<file path="config.mk">
export PLATFORM = sky130hd
export DESIGN_NAME = i3c_ddr_rx
export DESIGN_NICKNAME = d
export VERILOG_FILES = /design/src/rtl/i3c_ddr_rx_pkg.sv /design/src/rtl/i3c_ddr_rx_shift_reg.sv /design/src/rtl/i3c_ddr_rx.sv
export SDC_FILE = /design/constraint.sdc
export NUM_CORES = 1
export LEC_CHECK = 0
export BUFFER_PORTS_ARGS = -buffer_cell sky130_fd_sc_hd__buf_2
export CORE_UTILIZATION = 60
export CTS_BUF_LIST = sky130_fd_sc_hd__clkbuf_8 sky130_fd_sc_hd__clkbuf_16
export CTS_CLUSTER_DIAMETER = 50
export DETAILED_ROUTE_END_ITERATION = 16
export PLACE_DENSITY_LB_ADDON = 0.2
export SYNTH_ARGS = -nofsm -noshare
export SYNTH_HDL_FRONTEND = slang
export SYNTH_HIERARCHICAL = 1
export SYNTH_SLANG_ARGS = --single-unit
</file>
<file path="constraint.sdc">
create_clock -name i_sys_clk -period 5.9 [get_ports i_sys_clk]
set_input_delay 1.18 -clock i_sys_clk [delete_from_list [all_inputs] [get_ports i_sys_clk]]
set_output_delay 1.18 -clock i_sys_clk [all_outputs]
set_load 0.02 [all_outputs]
</file>
<file path="src/rtl/i3c_ddr_rx_pkg.sv">
// i3c_ddr_rx_pkg: HDR-DDR receive mode encodings, bit lengths and state type
package i3c_ddr_rx_pkg;
    typedef enum logic [3:0] {
        MODE_PREAMBLE     = 4'b0000,
        MODE_DESER_BYTE   = 4'b0011,
        MODE_CHECK_PARITY = 4'b0110,
        MODE_CRC_TOKEN    = 4'b0111,
        MODE_CRC_VALUE    = 4'b1000
    } rx_mode_e;
    typedef enum logic [1:0] {ST_IDLE, ST_RUN, ST_DONE} rx_state_e;
    localparam logic [3:0] CRC_TOKEN    = 4'hC;
    localparam logic [3:0] LEN_PREAMBLE = 4'd1;
    localparam logic [3:0] LEN_BYTE     = 4'd8;
    localparam logic [3:0] LEN_PARITY   = 4'd2;
    localparam logic [3:0] LEN_TOKEN    = 4'd4;
    localparam logic [3:0] LEN_CRC      = 4'd5;
    function automatic logic mode_valid(input logic [3:0] m);
        return m inside {MODE_PREAMBLE, MODE_DESER_BYTE, MODE_CHECK_PARITY, MODE_CRC_TOKEN, MODE_CRC_VALUE};
    endfunction
    function automatic logic [3:0] mode_len(input logic [3:0] m);
        return m == MODE_PREAMBLE     ? LEN_PREAMBLE :
               m == MODE_DESER_BYTE   ? LEN_BYTE     :
               m == MODE_CHECK_PARITY ? LEN_PARITY   :
               m == MODE_CRC_TOKEN    ? LEN_TOKEN    : LEN_CRC;
    endfunction
endpackage

</file>
<file path="src/rtl/i3c_ddr_rx_shift_reg.sv">
// i3c_ddr_rx_shift_reg: MSB-first shift register with edge counter and terminal-count detect
module i3c_ddr_rx_shift_reg (
    input  logic       clk,
    input  logic       rst,
    input  logic       clr,
    input  logic       sample,
    input  logic       sda,
    input  logic [3:0] len,
    output logic [7:0] shift_nxt,
    output logic       last
);
    logic [6:0] shift;
    logic [3:0] cnt;
    assign shift_nxt = {shift, sda};
    assign last = sample && (cnt == len - 4'd1);
    always_ff @(posedge clk or posedge rst) begin
        if (rst) begin
            shift <= '0;
            cnt   <= '0;
        end else if (clr) begin
            shift <= '0;
            cnt   <= '0;
        end else if (sample) begin
            shift <= shift_nxt[6:0];
            cnt   <= cnt + 4'd1;
        end
    end
endmodule

</file>
<file path="src/rtl/i3c_ddr_rx.sv">
// i3c_ddr_rx: HDR-DDR receiver sampling SDA on both SCL edges, with preamble, byte, parity and CRC checks
module i3c_ddr_rx
    import i3c_ddr_rx_pkg::*;
(
    input  logic       i_sys_clk,
    input  logic       i_sys_rst,
    input  logic       i_sclgen_scl,
    input  logic       i_sclgen_scl_pos_edge,
    input  logic       i_sclgen_scl_neg_edge,
    input  logic       i_ddrccc_rx_en,
    input  logic       i_sdahnd_rx_sda,
    input  logic [4:0] i_bitcnt_rx_bit_count,
    input  logic [3:0] i_ddrccc_rx_mode,
    input  logic [4:0] i_crc_value,
    input  logic       i_crc_valid,
    output logic [7:0] o_regfcrc_rx_data_out,
    output logic       o_ddrccc_rx_mode_done,
    output logic       o_ddrccc_pre,
    output logic       o_ddrccc_error,
    output logic       o_crc_en
);
    rx_state_e   state, state_nxt;
    logic [3:0]  cur_mode;
    logic [7:0]  shift_nxt;
    logic [15:0] word;
    logic        sda, mode_ok, mode_chg, sample, last, enter_run, fail, unused_ok;
    assign sda       = i_sdahnd_rx_sda !== 1'b0;
    assign mode_ok   = mode_valid(i_ddrccc_rx_mode);
    assign mode_chg  = i_ddrccc_rx_mode != cur_mode;
    assign sample    = state == ST_RUN && i_ddrccc_rx_en && !mode_chg && (i_sclgen_scl_pos_edge || i_sclgen_scl_neg_edge);
    assign o_crc_en  = sample && cur_mode == MODE_DESER_BYTE;
    assign o_ddrccc_rx_mode_done = state == ST_DONE;
    assign unused_ok = ^{i_sclgen_scl, i_bitcnt_rx_bit_count};
    i3c_ddr_rx_shift_reg u_shift (
        .clk       (i_sys_clk),
        .rst       (i_sys_rst),
        .clr       (state != ST_RUN || mode_chg),
        .sample    (sample),
        .sda       (sda),
        .len       (mode_len(cur_mode)),
        .shift_nxt (shift_nxt),
        .last      (last)
    );
    always_comb begin
        state_nxt = !i_ddrccc_rx_en || !mode_ok ? ST_IDLE :
                    state == ST_RUN && !mode_chg ? (last ? ST_DONE : ST_RUN) : ST_RUN;
        enter_run = state_nxt == ST_RUN && (state != ST_RUN || mode_chg);
        fail      = cur_mode == MODE_CHECK_PARITY ? shift_nxt[1:0] != {^(word & 16'hAAAA), ~^(word & 16'h5555)} :
                    cur_mode == MODE_CRC_TOKEN    ? shift_nxt[3:0] != CRC_TOKEN :
                    cur_mode == MODE_CRC_VALUE && i_crc_valid && shift_nxt[4:0] != i_crc_value;
    end
    always_ff @(posedge i_sys_clk or posedge i_sys_rst) begin
        if (i_sys_rst) begin
            state                 <= ST_IDLE;
            cur_mode              <= '0;
            word                  <= '0;
            o_regfcrc_rx_data_out <= '0;
            o_ddrccc_pre          <= 1'b1;
            o_ddrccc_error        <= 1'b0;
        end else begin
            state <= state_nxt;
            if (enter_run)
                cur_mode <= i_ddrccc_rx_mode;
            if (last && cur_mode == MODE_PREAMBLE)
                o_ddrccc_pre <= sda;
            if (last && cur_mode == MODE_DESER_BYTE) begin
                o_regfcrc_rx_data_out <= shift_nxt;
                word                  <= {word[7:0], shift_nxt};
            end
            if (!i_ddrccc_rx_en || (enter_run && (i_ddrccc_rx_mode == MODE_PREAMBLE || i_ddrccc_rx_mode == MODE_DESER_BYTE)))
                o_ddrccc_error <= 1'b0;
            else if (last && fail)
                o_ddrccc_error <= 1'b1;
        end
    end
endmodule

</file>
==> metrics.yaml <==
run_status:
  status: "finished clean"
sta:
  final-hold-violation-count: 0
  clock.fmax_mhz: 242
  post-route-min-period_ps: 4140
  timing.hold.ws_ps: 520
  finalSetupViolCount: 0
  skew_ps: 6.27
  slew_headroom_pct: 37.8
  period_share_pct: 70.2
  fin_tns_setup_ps: 0
  grt_setup_unrepaired: "false"
  worstMarginPinSlew_ps: 932
  slew_viol_final: 0
detailed_routing:
  wl_per_cell_um: 15.5
  drt-met1-wl_um: 1660
  drt-pass1-iter-count: 4
  wl_met2_um: 1720
  wl_um: 3620
  dr_total_vias: 1281
  drcViolationCount: 0
  ant_nets: 0
  vias_per_cell: 5.47
  drtIter0Drc: 89
  routed.top_layer: "met4"
  route.met3.wl_um: 162
place:
  gp_congestion: 0.859
  port_buffers: 27
  dp_hpwl_um: 2670
final_layout:
  final_common_cell: "dfrtp_1"
  final_cell_mix: "dfrtp_1, buf_2, xnor2_1"
  areaGrowthSynthToFinish_pct: 8.79
  num_antenna_cells: 0
  multi_input_area_um2: 993
  final_layout_size_suffix_gt1_share_pct: 32.6
  fillers: 258
  nets: 213
  regArea_um2: 877
clocking:
  clk_pin_slew_ps: 70
  clk_latency_ps: 290
  numCtsBuffers: 5
  cts_tree: "built"
  htreeDepth: 2
  cts-root-buf: "clkbuf_8"
  cts_resized: 0
  post_cts_buffers: 0
  hold_buffers: 0
  clkSinkCount: 35
  max-clock-path-buffers: 2
global_routing:
  grt_max_degree: 25
  grt_util_all_layers_pct: 24.0
  grt_pass1_vias: 1305
  grt_antenna_before_repair: 0
  overflow: 0
  grt_pass1_wl_um: 6140
die:
  coreArea_um2: 3100
  die_h_um: 59.6
  fp.dieW_um: 59.6
  dieArea_um2: 3560
  num_rows: 20
  io_pins: 34
  start_util_pct: 64.2
logic_synthesis:
  synth_seq_area_share_pct: 44.0
  async_flop_share_pct: 100
  syn_area_per_cell_um2: 11.8
  synth-seq-cells: 35
  yosysUniqueCellTypes: 39
  syn_area_um2: 1990
  synth_area_leaders: "dfrtp_1, xnor2_1, mux2_4, mux2_2, xor2_1"
  postSynthCellCount: 169
  synth_edf_count: 0
  netlist.area_leader.share_pct: 42.7
  post-synth-top-area-cell: "dfrtp_1"
  yosys_warnings: 6
  syn-num-nets: 193
  ys.flop_type: "dfrtp_1"
critical_path:
  worstPathArrival_ps: 4340
  endpoint_kind: "flip-flop"
  cp_slowest_cell: "a2111oi_2"
  worst_path_largest_cell_delay_ps: 600
  crit_fanout: 13
  cp_top_family: "compound AO/OA/AOI/OAI gates"
  cp_num_buf_inv: 1
  cp-start-kind: "input pin"
  cp_data_required_time_ps: 6100
  crit_type: "in -> reg"
  cp_common_cell: "nand3_1"
  crit_chain: "buf_2 > xnor2_1 > nand3_1 > nor4b_4 > o211a_1 > o211ai_1 > a2111oi_2 > nor4b_1 > nand3_1 > a31oi_1 > nor3_1 > a311oi_1"
run:
  maxCapViolCount: 0
pwr:
  p_per_area_nw_per_um2: 231
  ir_drop_uv: 171
  p_leak_nw: 1.01
worst_hold_path:
  worstHoldPathType: "reg -> reg"
## Yosys cell counts, types with 2 or more instances
master / count
mux2_2: 11
mux2i_1: 8
nand2_1: 3
xnor2_1: 25
ha_1: 2
buf_6: 2
buf_4: 9
buf_2: 2
nor3_1: 4
nor2_1: 15
dfrtp_1: 34
nand3_1: 3
xor2_1: 10
o21ai_0: 2
mux2_4: 10
nand2b_1: 2
inv_1: 5
## final cells by class
cell class | instances | area share [%]
Sequential cell | 35 | 40.5
Tap cell | 44 | 2.54
Clock inverter | 3 | 0.923
Timing Repair Buffer | 27 | 6.23
Clock buffer | 5 | 3.17
Multi-Input combinational cell | 115 | 45.8
Inverter | 5 | 0.866
## routing by layer
layer	GRT usage [%]	up-vias
li1	-	606
met1	30.8	636
met2	38.5	31
met3	6.11	8
met4	10.3	0
met5	0	-
## worst paths after layout
check                               startpoint          endpoint  slack [ps]  cells past startpoint
min reg2reg                   u_shift/shift[6]           word[7]         520                      1
max                        i_ddrccc_rx_mode[2]    o_ddrccc_error        1760                     12
max in group asynchronous            i_sys_rst          state[0]        4230                      2
max reg2reg                        cur_mode[0]    o_ddrccc_error        2220                     11
min in group asynchronous            i_sys_rst  u_shift/shift[6]         870                      2
min                           u_shift/shift[6]           word[7]         520                      1
## flip-flops by register name (all words and copies together), names as in the netlist
| signal | flops |
|---|---|
| o_ddrccc_pre | 1 |
| u_shift/cnt | 4 |
| o_regfcrc_rx_data_out | 7 |
| cur_mode | 4 |
| word | 9 |
| o_ddrccc_error | 1 |
| u_shift/shift | 7 |
| state | 2 |
## cells by family after synthesis
logic type               after synthesis  share of synthesized area (%)
AND/OR/NAND/NOR                       38                           11.2
buffers and inverters                 19                           6.15
adder cells (fa/ha/maj)                2                           1.26
multiplexers                          29                           17.8
XOR/XNOR                              35                           15.4
flip-flops                            35                           44.0
AO/OA/AOI/OAI                         11                           4.27
## metrics by stage
step           cells  setup slack, ps  util [%]  area [µm²]  power [W]
2_1_floorplan    169             2420         -        1990   0.000317
3_3_place_gp     226             1530      67.0        2080   0.000328
3_5_place_dp     226             1470      67.0        2080   0.000333
4_1_cts          234             1760      69.9        2170   0.000506
5_1_grt          234             1420      69.9        2170   0.000521
6_report         234             1760      69.9        2170   0.000500
## power by group
part / switching (W) / internal (W) / leakage, nW
clock: 0.0000890 / 0.0000820 / 0.0402
sequential: 0.0000144 / 0.000246 / 0.476
combinational: 0.0000366 / 0.0000316 / 0.498
No activity file was read; power rests on OpenSTA's default activity.
